==> src/rtl/demux_pkg.sv <==
// Shared helpers for the demux family: channel count, credit width, slot offsets.
package demux_pkg;

    // Number of channels addressed by a select of the given width.
    function automatic int num_ch(input int sel_width);
        return 1 << sel_width;
    endfunction

    // Counter width able to hold 0..cmax without wrapping.
    function automatic int credit_width(input int cmax);
        return $clog2(cmax + 1);
    endfunction

    // LSB of slot idx within a flattened bus of dat_width-wide slots.
    function automatic int slot_lsb(input int idx, input int dat_width);
        return idx * dat_width;
    endfunction

endpackage

==> src/rtl/rr_arbiter.sv <==
// Combinational round-robin arbiter: first requester above last_grant, wrapping.
// N is expected to be a power of two so the index addition wraps naturally.
module rr_arbiter #(
    parameter int unsigned N     = 4,
    localparam int unsigned IDX_W = (N > 1) ? $clog2(N) : 1
) (
    input  logic [N-1:0]     req,
    input  logic [IDX_W-1:0] last_grant,
    output logic [N-1:0]     grant,
    output logic [IDX_W-1:0] grant_idx,
    output logic             any_grant
);

    logic [IDX_W-1:0] idx;

    // Walk from last_grant+1 upward; the first requester seen wins.
    always_comb begin
        grant     = '0;
        grant_idx = '0;
        any_grant = 1'b0;
        idx       = '0;
        for (int k = 1; k <= int'(N); k++) begin
            idx = last_grant + IDX_W'(k);
            if (!any_grant && req[idx]) begin
                grant[idx] = 1'b1;
                grant_idx  = idx;
                any_grant  = 1'b1;
            end
        end
    end

endmodule

==> src/rtl/demux_rr_sched.sv <==
// Credit-based round-robin scheduler feeding a registered one-hot 1-to-N demux.
module demux_rr_sched
    import demux_pkg::*;
#(
    parameter int unsigned DAT_WIDTH  = 8,
    parameter int unsigned SEL_WIDTH  = 2,
    parameter int unsigned CREDIT_MAX = 4,
    localparam int unsigned N          = num_ch(SEL_WIDTH)
) (
    input  logic                   clk,
    input  logic                   rst,
    input  logic                   in_valid,
    output logic                   in_ready,
    input  logic [DAT_WIDTH-1:0]   in_data,
    input  logic [N-1:0]           ch_enable,
    input  logic [N-1:0]           credit_ret,
    output logic [N-1:0]           out_valid,
    output logic [N*DAT_WIDTH-1:0] out_data,
    output logic [SEL_WIDTH-1:0]   out_sel,
    output logic                   credit_err
);

    localparam int unsigned CW = credit_width(CREDIT_MAX);
    localparam logic [CW-1:0] CMAX = CW'(CREDIT_MAX);

    logic [CW-1:0]          credit [N];
    logic [N-1:0]           eligible;
    logic [N-1:0]           over_ret;
    logic [N-1:0]           grant;
    logic [SEL_WIDTH-1:0]   grant_idx;
    logic [SEL_WIDTH-1:0]   last_grant;
    logic                   any_grant;
    logic                   accept;
    logic [N*DAT_WIDTH-1:0] slot_data;

    rr_arbiter #(
        .N (N)
    ) u_arb (
        .req        (eligible),
        .last_grant (last_grant),
        .grant      (grant),
        .grant_idx  (grant_idx),
        .any_grant  (any_grant)
    );

    assign in_ready = any_grant;
    assign accept   = in_valid && in_ready;

    for (genvar i = 0; i < int'(N); i++) begin : g_credit
        logic dispatch;
        assign dispatch    = accept && grant[i];
        assign eligible[i] = ch_enable[i] && (credit[i] != '0);
        // A return at the ceiling is an error unless this cycle also spends a credit.
        assign over_ret[i] = credit_ret[i] && !dispatch && (credit[i] == CMAX);

        // Per-channel credit counter: dispatch spends, return refills, both cancel.
        always_ff @(posedge clk) begin
            if (rst) begin
                credit[i] <= CMAX;
            end else if (dispatch && !credit_ret[i]) begin
                credit[i] <= credit[i] - CW'(1);
            end else if (!dispatch && credit_ret[i] && (credit[i] != CMAX)) begin
                credit[i] <= credit[i] + CW'(1);
            end
        end
    end

    // Slot fan-out: place the input word in the granted slot, zeros elsewhere.
    always_comb begin
        slot_data = '0;
        for (int i = 0; i < int'(N); i++) begin
            if (grant[i]) begin
                slot_data[slot_lsb(i, DAT_WIDTH) +: DAT_WIDTH] = in_data;
            end
        end
    end

    // Round-robin pointer; reset to N-1 so channel 0 is searched first.
    always_ff @(posedge clk) begin
        if (rst) begin
            last_grant <= '1;
        end else if (accept) begin
            last_grant <= grant_idx;
        end
    end

    // Output register: valid pulses for one cycle, data and select hold otherwise.
    always_ff @(posedge clk) begin
        if (rst) begin
            out_valid <= '0;
            out_data  <= '0;
            out_sel   <= '0;
        end else if (accept) begin
            out_valid <= grant;
            out_data  <= slot_data;
            out_sel   <= grant_idx;
        end else begin
            out_valid <= '0;
        end
    end

    // Sticky over-return flag, cleared only by reset.
    always_ff @(posedge clk) begin
        if (rst) begin
            credit_err <= 1'b0;
        end else if (|over_ret) begin
            credit_err <= 1'b1;
        end
    end

endmodule

==> config.mk <==
export PLATFORM = sky130hd
export DESIGN_NAME = demux_rr_sched
export DESIGN_NICKNAME = d
export VERILOG_FILES = /design/src/rtl/demux_pkg.sv /design/src/rtl/rr_arbiter.sv /design/src/rtl/demux_rr_sched.sv
export SDC_FILE = /design/constraint.sdc
export NUM_CORES = 1
export LEC_CHECK = 0
export BUFFER_PORTS_ARGS = -buffer_cell sky130_fd_sc_hd__buf_2
export CAP_MARGIN = 20
export CORE_UTILIZATION = 35
export CTS_CLUSTER_SIZE = 20
export DETAILED_ROUTE_END_ITERATION = 12
export SLEW_MARGIN = 10
export SYNTH_ARGS = -nofsm -noshare
export SYNTH_HDL_FRONTEND = slang
export SYNTH_SLANG_ARGS = --single-unit
==> constraint.sdc <==
create_clock -name clk -period 4.35 [get_ports clk]
set_clock_uncertainty 0.15 [all_clocks]
set_input_delay 0.87 -clock clk [delete_from_list [all_inputs] [get_ports clk]]
set_output_delay 0.87 -clock clk [all_outputs]
set_load 0.02 [all_outputs]
==> summary.md <==
| Metric | Value |
|---|---|
| Initial antenna violation count | `0` |
| Worst Max-Slew Pin Slew | `720 ps` |
| Final WS setup | `roughly 540 ps` |
| # DRC | `0` |
| Slew margin rel. | `0.518` |
| Grt ovf | `0` |
| Boundary Pins | `between 50 and 60` |
| Vias in the first global route | `2314` |
| DRT iter0 DRCs | `97` |
| Pwr Total | `between 1 and 1.5 mW` |
| Routed via count | `2404` |
| I/O Buffers | `58` |
| # H-tree levels | `2` |
| Register bit count reported by yosys | `between 50 and 60` |
| Root buf cell | `clkbuf_8` |
| CTS Sinks | `53` |
| PwrDens | `approximately 440 nW/um^2` |
| CTS resizes | `0` |
| Mapped Nets | `326` |
| DR pass1 iterations | `4` |
| Setup crit end kind | `flop` |
| Worst path cell trace | `inv_1 -> ha_1 -> nor2b_1 -> a32o_1 -> o21a_1 -> a311o_1 -> a22oi_2 -> o211ai_1 -> fa_1 -> xor2_1 -> mux2_2` |
| Design Area, Final | `~3300 um^2` |
| Reg clk slew, reported paths | `approximately 110 ps` |
| Worst-path fanout max | `10` |
| GRT Overall Usage | `0.167` |
| CP max stage delay | `about 500 ps` |
| Diode count | `0` |
| First-pass GRT wire length | `around 11000 um` |
| Num CTS Buffers | `5` |
| Worst vdd ir | `0.240 mV` |
| Crit path kind | `flop to flop` |
| Worst Setup Start Kind | `flop` |
| Clk buf depth | `2` |
| Post-Syn Area | `roughly 2800 um^2` |
| Area delta synth->final | `18.3%` |
| Cell family with most CP delay | `compound AO/OA/AOI/OAI gates` |
| Vias per cell | `approximately 5.3` |
| Max-cap check violation count | `0` |
| Area occupied by registers | `approximately 1200 um^2` |
| Endpoints failing setup | `0` |
| EDFF count, synth | `12` |
| Post-Place Cell Area | `3240 um^2` |
| Layout Nets | `385` |
| Yosys cell types | `62` |
| Peak Freq | `approximately 260 MHz` |
| Outcome | `finished clean` |
| Area of the multi-input gates | `1520 um^2` |
| Total wire length | `just under 7000 um` |
| Sequential share of the synthesized area | `0.418` |
| Clk_lat worst skew | `around 310 ps` |
| Post-DP HPWL | `~5000 um` |
| RSZ-0062 raised after global routing | `no` |
| Final hold violations | `0` |
| Slew Limit Fails | `0` |
| WP data required | `approximately 4300 ps` |
| Fillers | `800` |
| Setup TNS | `0 ps` |
| Syn. warnings | `0` |
| Antenna-violating nets left | `0` |
| Tcrit/Tclk final | `0.875` |
| Die Height | `91.8 um` |
| Initial Utilization | `0.364` |
| Hold Buf Count CTS | `0` |
| Full die area | `roughly 8400 um^2` |
| Mapped Cells | `between 200 and 300` |
| Largest net degree at the start of global routing | `28` |
| Slowest CP cell | `dfxtp_1` |
| Critical path buffers and inverters | `1` |
| Synth Flop Type | `dfxtp_1` |
| Core Area | `7770 um^2` |
| Die width | `just over 90 um` |
| Async SR Flop Fraction | `0` |
| Fin crit period | `around 3800 ps` |
| Setup bufs post-CTS | `0` |
| Arrival time at the worst endpoint | `approximately 3700 ps` |
| Std cell rows | `32` |
| Post-place setup slack | `just under 500 ps` |
| Share of cells above drive strength 1 | `0.257` |
| GPL Wtd Cong | `0.828` |
| Mean Syn Cell Area | `roughly 9.7 um^2` |
| CTS tree | `built` |
| Leakage power | `about 1.5 nW` |
| Worst Hold Class | `flop to flop` |
| Routed length per instance | `roughly 15 um` |
metrics by stage:
step,hold slack (ps),utilization,instances
after floorplan,380,-,290
after global placement,286,0.418,444
after detailed placement,301,0.418,444
after CTS,317,0.430,452
after global routing,346,0.430,452
final,315,0.430,452
registers in the layout (all words and copies together), names as in the netlist:
name,count
out_sel,2
out_valid,4
credit_err,1
out_data,32
credit,12
last_grant,2
routing by layer:
layer,wire length (um),GRT usage,up-vias,share of wire
met1,3410,0.228,1131,0.50
met5,0,0,-,0
met3,373,0.0423,7,0.054
li1,-,-,1202,-
met4,62,0.0378,0,0.0091
met2,3000,0.264,64,0.44
synthesized netlist by cell type, types with 3 or more instances:
master / number / area (um^2)
edfxtp_1: 12 / 360
o211a_1: 3 / 30.0
o21ai_0: 7 / 35.0
o221ai_1: 3 / 26.3
nand2b_1: 7 / 43.8
nand3_1: 7 / 35.0
dfxtp_1: 41 / 821
inv_1: 18 / 67.6
ha_1: 16 / 200
nor2b_1: 4 / 25.0
nand2_1: 16 / 60.1
a22o_1: 21 / 184
nor3_1: 5 / 25.0
a22oi_1: 9 / 67.6
o211ai_1: 5 / 37.5
nor2_1: 22 / 82.6
a21oi_1: 14 / 70.1
clkbuf_1: 10 / 37.5
mux2_2: 4 / 45.0
a211oi_1: 6 / 45.0
cell families (layout without fill, tap and decap cells):
logic type      count (synthesis)  count (layout)  share of synthesized area
simple gates                   84              84                      0.160
compound gates                 95              95                      0.264
mux                             6               6                     0.0275
fa+ha+maj                      17              17                     0.0779
xor+xnor                        3               3                    0.00930
flops                          53              53                      0.418
buf+inv                        32              92                     0.0434
power breakdown:
group          total [mW]  switching (mW)  internal, mW  leakage, nW
combinational       0.542           0.327         0.216        0.981
sequential          0.614          0.0414         0.572        0.450
clock               0.300           0.180         0.121       0.0506
total                1.46           0.548         0.909         1.48
layout by cell type, fill, tap and decap left out, types with 3 or more instances in the layout:
cell type  netlist  layout
buf_2            2      58
dfxtp_1         41      41
nor2_1          22      22
a22o_1          21      21
inv_1           18      18
nand2_1         16      16
ha_1            16      16
a21oi_1         14      14
edfxtp_1        12      12
a22oi_1          9       9
nand2b_1         7       7
nand3_1          7       7
o21ai_0          7       7
buf_4            0       7
a211oi_1         6       6
o211ai_1         5       5
nor3_1           5       5
clkbuf_8         0       5
nor2b_1          4       4
mux2_2           4       4
o221ai_1         3       3
o211a_1          3       3
final cells by class:
class / instances / share of cell area
Timing Repair Buffer: 65 / 0.103
Sequential cell: 53 / 0.353
Clock inverter: 3 / 0.00861
Clock buffer: 5 / 0.0206
Inverter: 19 / 0.0213
Multi-Input combinational cell: 205 / 0.455
Tap cell: 102 / 0.0382
final timing paths:
check	start	end	slack [ps]	depth (start not counted)
setup / recovery	last_grant[1]$_SDFFE_PP1N_	credit[2][2]$_SDFFCE_PN1P_	540	11
hold / removal	out_data[8]$_SDFFE_PP0N_	out_data[8]$_SDFFE_PP0N_	320	2
setup reg to reg	last_grant[1]$_SDFFE_PP1N_	credit[2][2]$_SDFFCE_PN1P_	540	11
hold reg to reg	out_data[8]$_SDFFE_PP0N_	out_data[8]$_SDFFE_PP0N_	320	2
worst register-to-register path, delay by kind of cell, from the launching register on:
family                   cells  cell delay [ps]
buffers and inverters        1              230
flip-flops                   1              500
multiplexers                 1              360
AO/OA/AOI/OAI                5             1230
XOR/XNOR                     1              160
AND/OR/NAND/NOR              1               70
adder cells (fa/ha/maj)      2              880
No activity file was read; power rests on OpenSTA's default activity.
